`config.mk`:
```
export PLATFORM = sky130hd
export DESIGN_NAME = output_slew_limiter
export DESIGN_NICKNAME = d
export VERILOG_FILES = /design/src/rtl/output_slew_limiter.sv
export SDC_FILE = /design/constraint.sdc
export NUM_CORES = 1
export LEC_CHECK = 0
export ABC_AREA = 1
export BUFFER_PORTS_ARGS = -buffer_cell sky130_fd_sc_hd__clkbuf_2
export CORE_ASPECT_RATIO = 0.5
export CORE_UTILIZATION = 60
export DETAILED_ROUTE_END_ITERATION = 16
export GPL_TIMING_DRIVEN = 0
export HOLD_SLACK_MARGIN = 0.03
export PLACE_DENSITY = 0.83
export SLEW_MARGIN = 20
export SYNTH_ARGS = -nofsm -noshare
export SYNTH_HDL_FRONTEND = slang
export SYNTH_SLANG_ARGS = --single-unit
```
`constraint.sdc`:
```
create_clock -name clk -period 11.5 [get_ports clk]
set_clock_uncertainty 0.2 [all_clocks]
set_input_delay 0.575 -clock clk [delete_from_list [all_inputs] [get_ports clk]]
set_output_delay 0.575 -clock clk [all_outputs]
set_load 0.1 [all_outputs]
```
`src/rtl/output_slew_limiter.sv`:
```
// Output conditioning between the output-select MUX and the DAC register:
// offset, clamp to programmable rails, then slew-rate limit on a divided tick.
module output_slew_limiter #(
  parameter int DIV_W = 16
) (
  input  logic                    clk,
  input  logic                    rst,
  input  logic signed [15:0]      in,
  input  logic signed [15:0]      offset,
  input  logic signed [15:0]      lo,
  input  logic signed [15:0]      hi,
  input  logic        [15:0]      step,
  input  logic        [DIV_W-1:0] div,
  input  logic                    hold,
  output logic signed [15:0]      out,
  output logic                    sat_hi,
  output logic                    sat_lo,
  output logic                    lim_err,
  output logic                    slewing
);

  logic signed [15:0] target_q, target_d;
  logic               sat_hi_q, sat_hi_d;
  logic               sat_lo_q, sat_lo_d;
  logic               lim_err_q, lim_err_d;
  logic [DIV_W-1:0]   cnt_q, cnt_d;
  logic signed [15:0] out_q, out_d;
  logic               slewing_q, slewing_d;

  logic signed [16:0] sum;
  logic signed [16:0] lo_ext;
  logic signed [16:0] hi_ext;
  logic signed [16:0] diff;
  logic        [16:0] mag;
  logic               tick;

  // Sum and rails are compared at 17 bits so an overflowing sum clamps instead of wrapping.
  always_comb begin
    sum       = {in[15], in} + {offset[15], offset};
    lo_ext    = {lo[15], lo};
    hi_ext    = {hi[15], hi};
    target_d  = target_q;
    sat_hi_d  = 1'b0;
    sat_lo_d  = 1'b0;
    lim_err_d = 1'b0;
    if (lo > hi) begin
      lim_err_d = 1'b1;
    end else if (sum > hi_ext) begin
      target_d = hi;
      sat_hi_d = 1'b1;
    end else if (sum < lo_ext) begin
      target_d = lo;
      sat_lo_d = 1'b1;
    end else begin
      target_d = sum[15:0];
    end
  end

  // A counter left above a newly lowered div restarts at 0 without producing a tick.
  always_comb begin
    tick  = (cnt_q == div);
    cnt_d = cnt_q + 1'b1;
    if (tick || (cnt_q > div)) begin
      cnt_d = '0;
    end
  end

  always_comb begin
    diff      = {target_q[15], target_q} - {out_q[15], out_q};
    mag       = diff[16] ? -diff : diff;
    out_d     = out_q;
    if (tick && !hold) begin
      if ((step == 16'd0) || (mag <= {1'b0, step})) begin
        out_d = target_q;
      end else if (!diff[16]) begin
        out_d = out_q + step;
      end else begin
        out_d = out_q - step;
      end
    end
    slewing_d = (out_d != target_q);
  end

  always_ff @(posedge clk) begin
    if (rst) begin
      target_q  <= '0;
      sat_hi_q  <= 1'b0;
      sat_lo_q  <= 1'b0;
      lim_err_q <= 1'b0;
      cnt_q     <= '0;
      out_q     <= '0;
      slewing_q <= 1'b0;
    end else begin
      target_q  <= target_d;
      sat_hi_q  <= sat_hi_d;
      sat_lo_q  <= sat_lo_d;
      lim_err_q <= lim_err_d;
      cnt_q     <= cnt_d;
      out_q     <= out_d;
      slewing_q <= slewing_d;
    end
  end

  assign out     = out_q;
  assign sat_hi  = sat_hi_q;
  assign sat_lo  = sat_lo_q;
  assign lim_err = lim_err_q;
  assign slewing = slewing_q;

endmodule

```
### Yosys cells after proc, flatten, opt, wreduce, memory -nomap -nowiden

Cells that the tools add are included.

* input bits: 99
* word-level logic and storage cells: 37
* register bits after elaboration: 52
* output and inout bits: 20

* add/sub/neg operators: 6
* mux-type cells: 9
* eq/ne operators: 2
* order comparisons: 5
* reduce and logical (&&, ||, !) cells: 8

Operators by type and width (number)
* $mux 16: 5
* $gt 16x16->1: 2
* $add 16x16->17: 1
* $gt 17x16->1: 1
* $le 17x16->1: 1
* $lt 17x16->1: 1
* $mux 17: 1
* $neg 17->17: 1
* $sub 16x16->17: 1
* $add 16x1->16 const B: 1
* $add 16x16->16: 1
* $eq 16x16->1: 1
* $logic_not 16->1: 1
* $ne 16x16->1: 1
* $sub 16x16->16: 1
* $reduce_or 2->1: 2
* $mux 1: 3
* $reduce_or 3->1: 1
* $logic_or 1x1->1: 2
* $logic_and 1x1->1: 1
* $logic_not 1->1: 1

### Depth between registers and ports, before layout

* depth after elaboration: 8
* mapped depth: 43
* depth with buffers taken out: 42

### Worst setup path before layout

OpenSTA, ideal clock, no wires.

* kind: register -> register
* start point: reg out_q[7] (netlist: out[7])
* end point: reg slewing_q (netlist: slewing)
* required time: 11172 ps
* data arrival time: 4864 ps
* cell stages (with the launch flop): 42
* buffers on the path: 2
* setup time: 128 ps
* setup slack: 6308 ps
* period minus slack after synthesis: 5192 ps
* cell sequence: dfxtp_1 inv_1 ha_1 nand2_1 inv_2 a21oi_1 nand2_1 nand2_1 nand2_1 nand2_1 nand2_2 inv_2 clkbuf_1 nand2_1 xor2_1 inv_1 ha_1 nand2_1 [6 not listed] nand2_1 nand2_1 nand2_1 nand2_1 nand2_1 nand2_4 nand2_4 buf_6 nand2_2 nand3_2 nand2_1 nand2_1 nand2_1 nand2_1 nor2_1 nand2_1 nor2_1 nor2_1

* word-level cells in the longest chain between the ends: 8
* elaborated cells between the ends (all ways): 11
* classes of those cells: add/sub: 4; order compare: 1; eq/ne: 1; mux: 4; reduce/logical: 1

RTL lines
* start, declared: RTL line 27 `logic signed [15:0] out_q, out_d;`
* start signal, assigned: RTL line 99 `out_q <= out_d;`
* $sub 16x16->17: RTL line 69 `diff = {target_q[15], target_q} - {out_q[15], out_q};`
* $neg 17->17: RTL line 70 `mag = diff[16] ? -diff : diff;`
* $mux 17: RTL line 70
* $le 17x16->1: RTL line 73 `if ((step == 16'd0) || (mag <= {1'b0, step})) begin`
* $logic_or 1x1->1: RTL line 73
* $mux 16: RTL line 73
* $mux 16 (*): RTL line 72 `if (tick && !hold) begin`
* $ne 16x16->1 (*): RTL line 81 `slewing_d = (out_d != target_q);`
* end signal, assigned: RTL line 100 `slewing_q <= slewing_d;`
* end, declared: RTL line 28 `logic slewing_q, slewing_d;`

Mark *: on every way between the ends. The rest lies on a longest branch, timed or not.
A chain may end at the register's enable or synchronous reset.

### Worst setup path after layout

* start point: reg target_q[0]
* end point: reg slewing_q (netlist: slewing)

* word-level cells in the longest chain between the ends: 8
* elaborated cells between the ends (all ways): 9
* classes of those cells: add/sub: 2; order compare: 1; eq/ne: 1; mux: 4; reduce/logical: 1

RTL lines
* start, declared: RTL line 22 `logic signed [15:0] target_q, target_d;`
* start signal, assigned: RTL line 94 `target_q <= target_d;`
* $sub 16x16->17: RTL line 69
* $neg 17->17: RTL line 70
* $mux 17: RTL line 70
* $le 17x16->1: RTL line 73
* $logic_or 1x1->1: RTL line 73
* $mux 16: RTL line 73
* $mux 16: RTL line 72
* $ne 16x16->1 (*): RTL line 81

Marks and branches as above.

==> summary.md <==
| Metric | Value |
|---|---|
| Run status | `finished clean` |
| Initial antenna violation count | `0` |
| Crit-path max FO | `10` |
| Postcts setup bufs | `0` |
| VDD IR max | `167 uV` |
| CP endpoint kind | `flop` |
| Reg-to-reg endpoint | `slewing` |
| Highest clock rate | `177 MHz` |
| Synth Warn # | `0` |
| Worst-Margin Slew | `0.593 ns` |
| CTS sink cnt | `52` |
| Mean Syn Cell Area | `6.22 sq um` |
| WL met3 | `1.55 mm` |
| RR Startpoint | `target_q[0]` |
| Global Route Usage Sum | `32.4%` |
| CTS tree | `yes` |
| Worst-skew pair later-pin latency | `0.30 ns` |
| Hold Crit Depth | `1` |
| Main combinational cell family by area after synthesis | `simple AND/OR/NAND/NOR gates` |
| CP Data Required Time | `11.47 ns` |
| Setup violations, final | `0` |
| Initial Utilization | `62.0%` |
| Synthesized Nets | `1506` |
| DP HPWL | `18.7 mm` |
| 1st-pass router iterations | `5` |
| Root buf cell | `clkbuf_16` |
| Antenna diodes | `0` |
| Crit Path Category | `flop to flop` |
| Synth Instances | `1273` |
| Synth Area in Adders | `21.4%` |
| Synth Area in Simple Gates | `32.4%` |
| Total CTS buffers | `5` |
| Rel. slew slack | `60.0%` |
| Routed metal-1 wirelength | `10.0 mm` |
| Die height | `83.3 um` |
| Slowest CP cell | `clkbuf_1` |
| Final Instance Area | `8870 sq um` |
| Critical Path AT | `5.63 ns` |
| Hold path endpoint | `cnt_q[0]` |
| Hold buffers post-CTS | `0` |
| Placed insts | `1561` |
| Min Clock Period, post-route | `5.66 ns` |
| Routed WL per cell | `13.8 um` |
| Core Box Area | `12800 sq um` |
| Antenna-violating nets left | `0` |
| Synth cell types | `45` |
| Post-Place Cell Area | `8730 sq um` |
| Nets@finish | `1631` |
| Seq/Total Area, Yosys | `13.1%` |
| Cts repair resizes | `0` |
| XOR/XNOR Fraction of Synth Area | `6.52%` |
| Floorplan row count | `29` |
| Routed WL | `21.7 mm` |
| Mux contribution to synthesized area | `0%` |
| Finished Layout Cells | `1569` |
| Vias per cell | `5.37` |
| Unrepaired setup endpoints after global routing | `no` |
| Placer Congestion | `0.915` |
| Vias | `8429` |
| Ports | `119` |
| Overflow after GRT | `0` |
| Global-route wire length before repair | `35.9 mm` |
| R2r setup slk | `5.84 ns` |
| Post-route setup TNS | `0 ns` |
| Number of global-route vias before repair | `7955` |
| Hold Crit Class | `flop to flop` |
| Crit path largest cell delay | `0.41 ns` |
| Total number of H-tree levels | `2` |
| Buf/Inv on CP | `7` |
| Die width | `165 um` |
| Clock tree buffer depth | `2` |
| FF-to-FF path depth | `42` |
| Top Metal Used | `met4` |
| Routed wl met2 | `9.71 mm` |
| Drc violations | `0` |
| Leakage Power | `5.09 nW` |
| Post-synthesis compound-gate area fraction | `13.9%` |
| Syn-to-layout area delta | `12.0%` |
| Top delay family on crit path | `simple AND/OR/NAND/NOR gates` |
| Die area | `13700 sq um` |
| Slew Limit Fails | `0` |
| Worst hold slack | `0.265 ns` |
| Share of layout cells above drive strength 1 | `12.8%` |
| Power Density | `247 nW/um^2` |
| Startpoint types | `flop` |
| Port bufs | `118` |
| Crit path top cell by count | `nand2_1` |
| Clock-pin slew on the worst setup and hold paths | `0.07 ns` |
| Hold Startpoint | `cnt_q[0]` |
| DRT iter0 DRCs | `520` |
| Netlist Area Pre-Place | `7920 sq um` |
| Synthesized flop and latch total | `52` |
| Tcrit/Tclk final | `49.2%` |
| Largest net degree at the start of global routing | `18` |
| Number of max-cap violations | `0` |
| Final Hold Fails | `0` |
## placed cells by master, fill, tap and decap left out, drive strengths merged, types with 3 or more instances in the layout
cell,instances
nor3b,6
nand3,81
buf,5
a31oi,5
o22ai,14
o21ai,46
fa,3
a21o,5
clkbuf,133
o21bai,8
and3,3
o2111ai,3
xnor2,5
nand4,16
or2,4
nor2,103
dfxtp,52
nand2,316
nand3b,13
a211oi,6
a21oi,95
ha,131
inv,248
o211ai,5
nor3,23
xor2,54
nor4,4
## sequential cells by signal, indices dropped and copies added (netlist names)
name and flops:
target_q 16, sat_hi 1, out 16, sat_lo 1, cnt_q 16, lim_err 1
slewing 1
## metrics by stage
stage	utilization [%]	setup slack, ns	power (mW)
6_report	69.5	5.84	2.20
5_1_grt	69.5	5.28	2.45
4_1_cts	69.5	5.85	2.17
3_5_place_dp	68.3	5.88	2.00
3_3_place_gp	68.3	5.94	1.95
2_1_floorplan	-	6.31	1.60
## layer usage
metal,vias up,track usage [%]
met4,0,8.42
met1,3712,43.3
met3,38,4.60
li1,4377,-
met5,-,0
met2,302,54.2
## worst max-delay path by stage
stage	startpoint	endpoint	depth (start not counted)
floorplan	out[7]	slewing	41
finish	target_q[0]	slewing	42
global placement	target_q[0]	slewing	42
detailed placement	target_q[0]	slewing	42
global route	target_q[0]	slewing	42
CTS	target_q[0]	slewing	42
## cell usage after synthesis (all sizes together)
library cell	n	area, sq um
nand3b	13	97.6
o2111ai	3	26.3
or4	1	7.51
o21ai	46	230
o21bai	8	60.1
o22ai	14	87.6
nor4	4	37.5
inv	247	927
a31oi	5	31.3
nor3b	6	45.0
fa	3	60.1
o31ai	1	7.51
and3	3	18.8
a21boi	2	15.0
a211oi	6	45.0
a22oi	1	7.51
or2	4	25.0
nor3	23	115
xnor2	5	43.8
nand4	16	100
a21o	5	37.5
o311ai	1	8.76
clkbuf	10	37.5
buf	5	35.0
dfxtp	52	1040
a21oi	95	475
ha	131	1640
o221ai	2	17.5
o21a	2	15.0
nand2	316	1250
o211ai	5	37.5
nor2	103	414
nand3	81	455
xor2	54	473
## report_power, final
| group | leakage, nW | internal, mW | switching [mW] |
|---|---|---|---|
| Clock | 0.0742 | 0.0818 | 0.0757 |
| Combinational | 4.59 | 0.632 | 1.19 |
| Sequential | 0.423 | 0.200 | 0.0220 |
## cell type report
| class | instances | area, sq um |
|---|---|---|
| clock inverter | 3 | 22.5 |
| multi-input combinational | 959 | 5880 |
| inverter | 247 | 927 |
| buffer | 15 | 72.6 |
| fill | 1174 | 3900 |
| clock buffer | 5 | 125 |
| tap | 170 | 213 |
| timing repair buffer | 118 | 591 |
| sequential | 52 | 1040 |
## kinds of logic after synthesis
logic type,after synthesis
adder cells (fa/ha/maj),134
flip-flops,52
AO/OA/AOI/OAI,196
XOR/XNOR,59
AND/OR/NAND/NOR,570
buffers and inverters,262
Power figures use the tool's default switching activity.
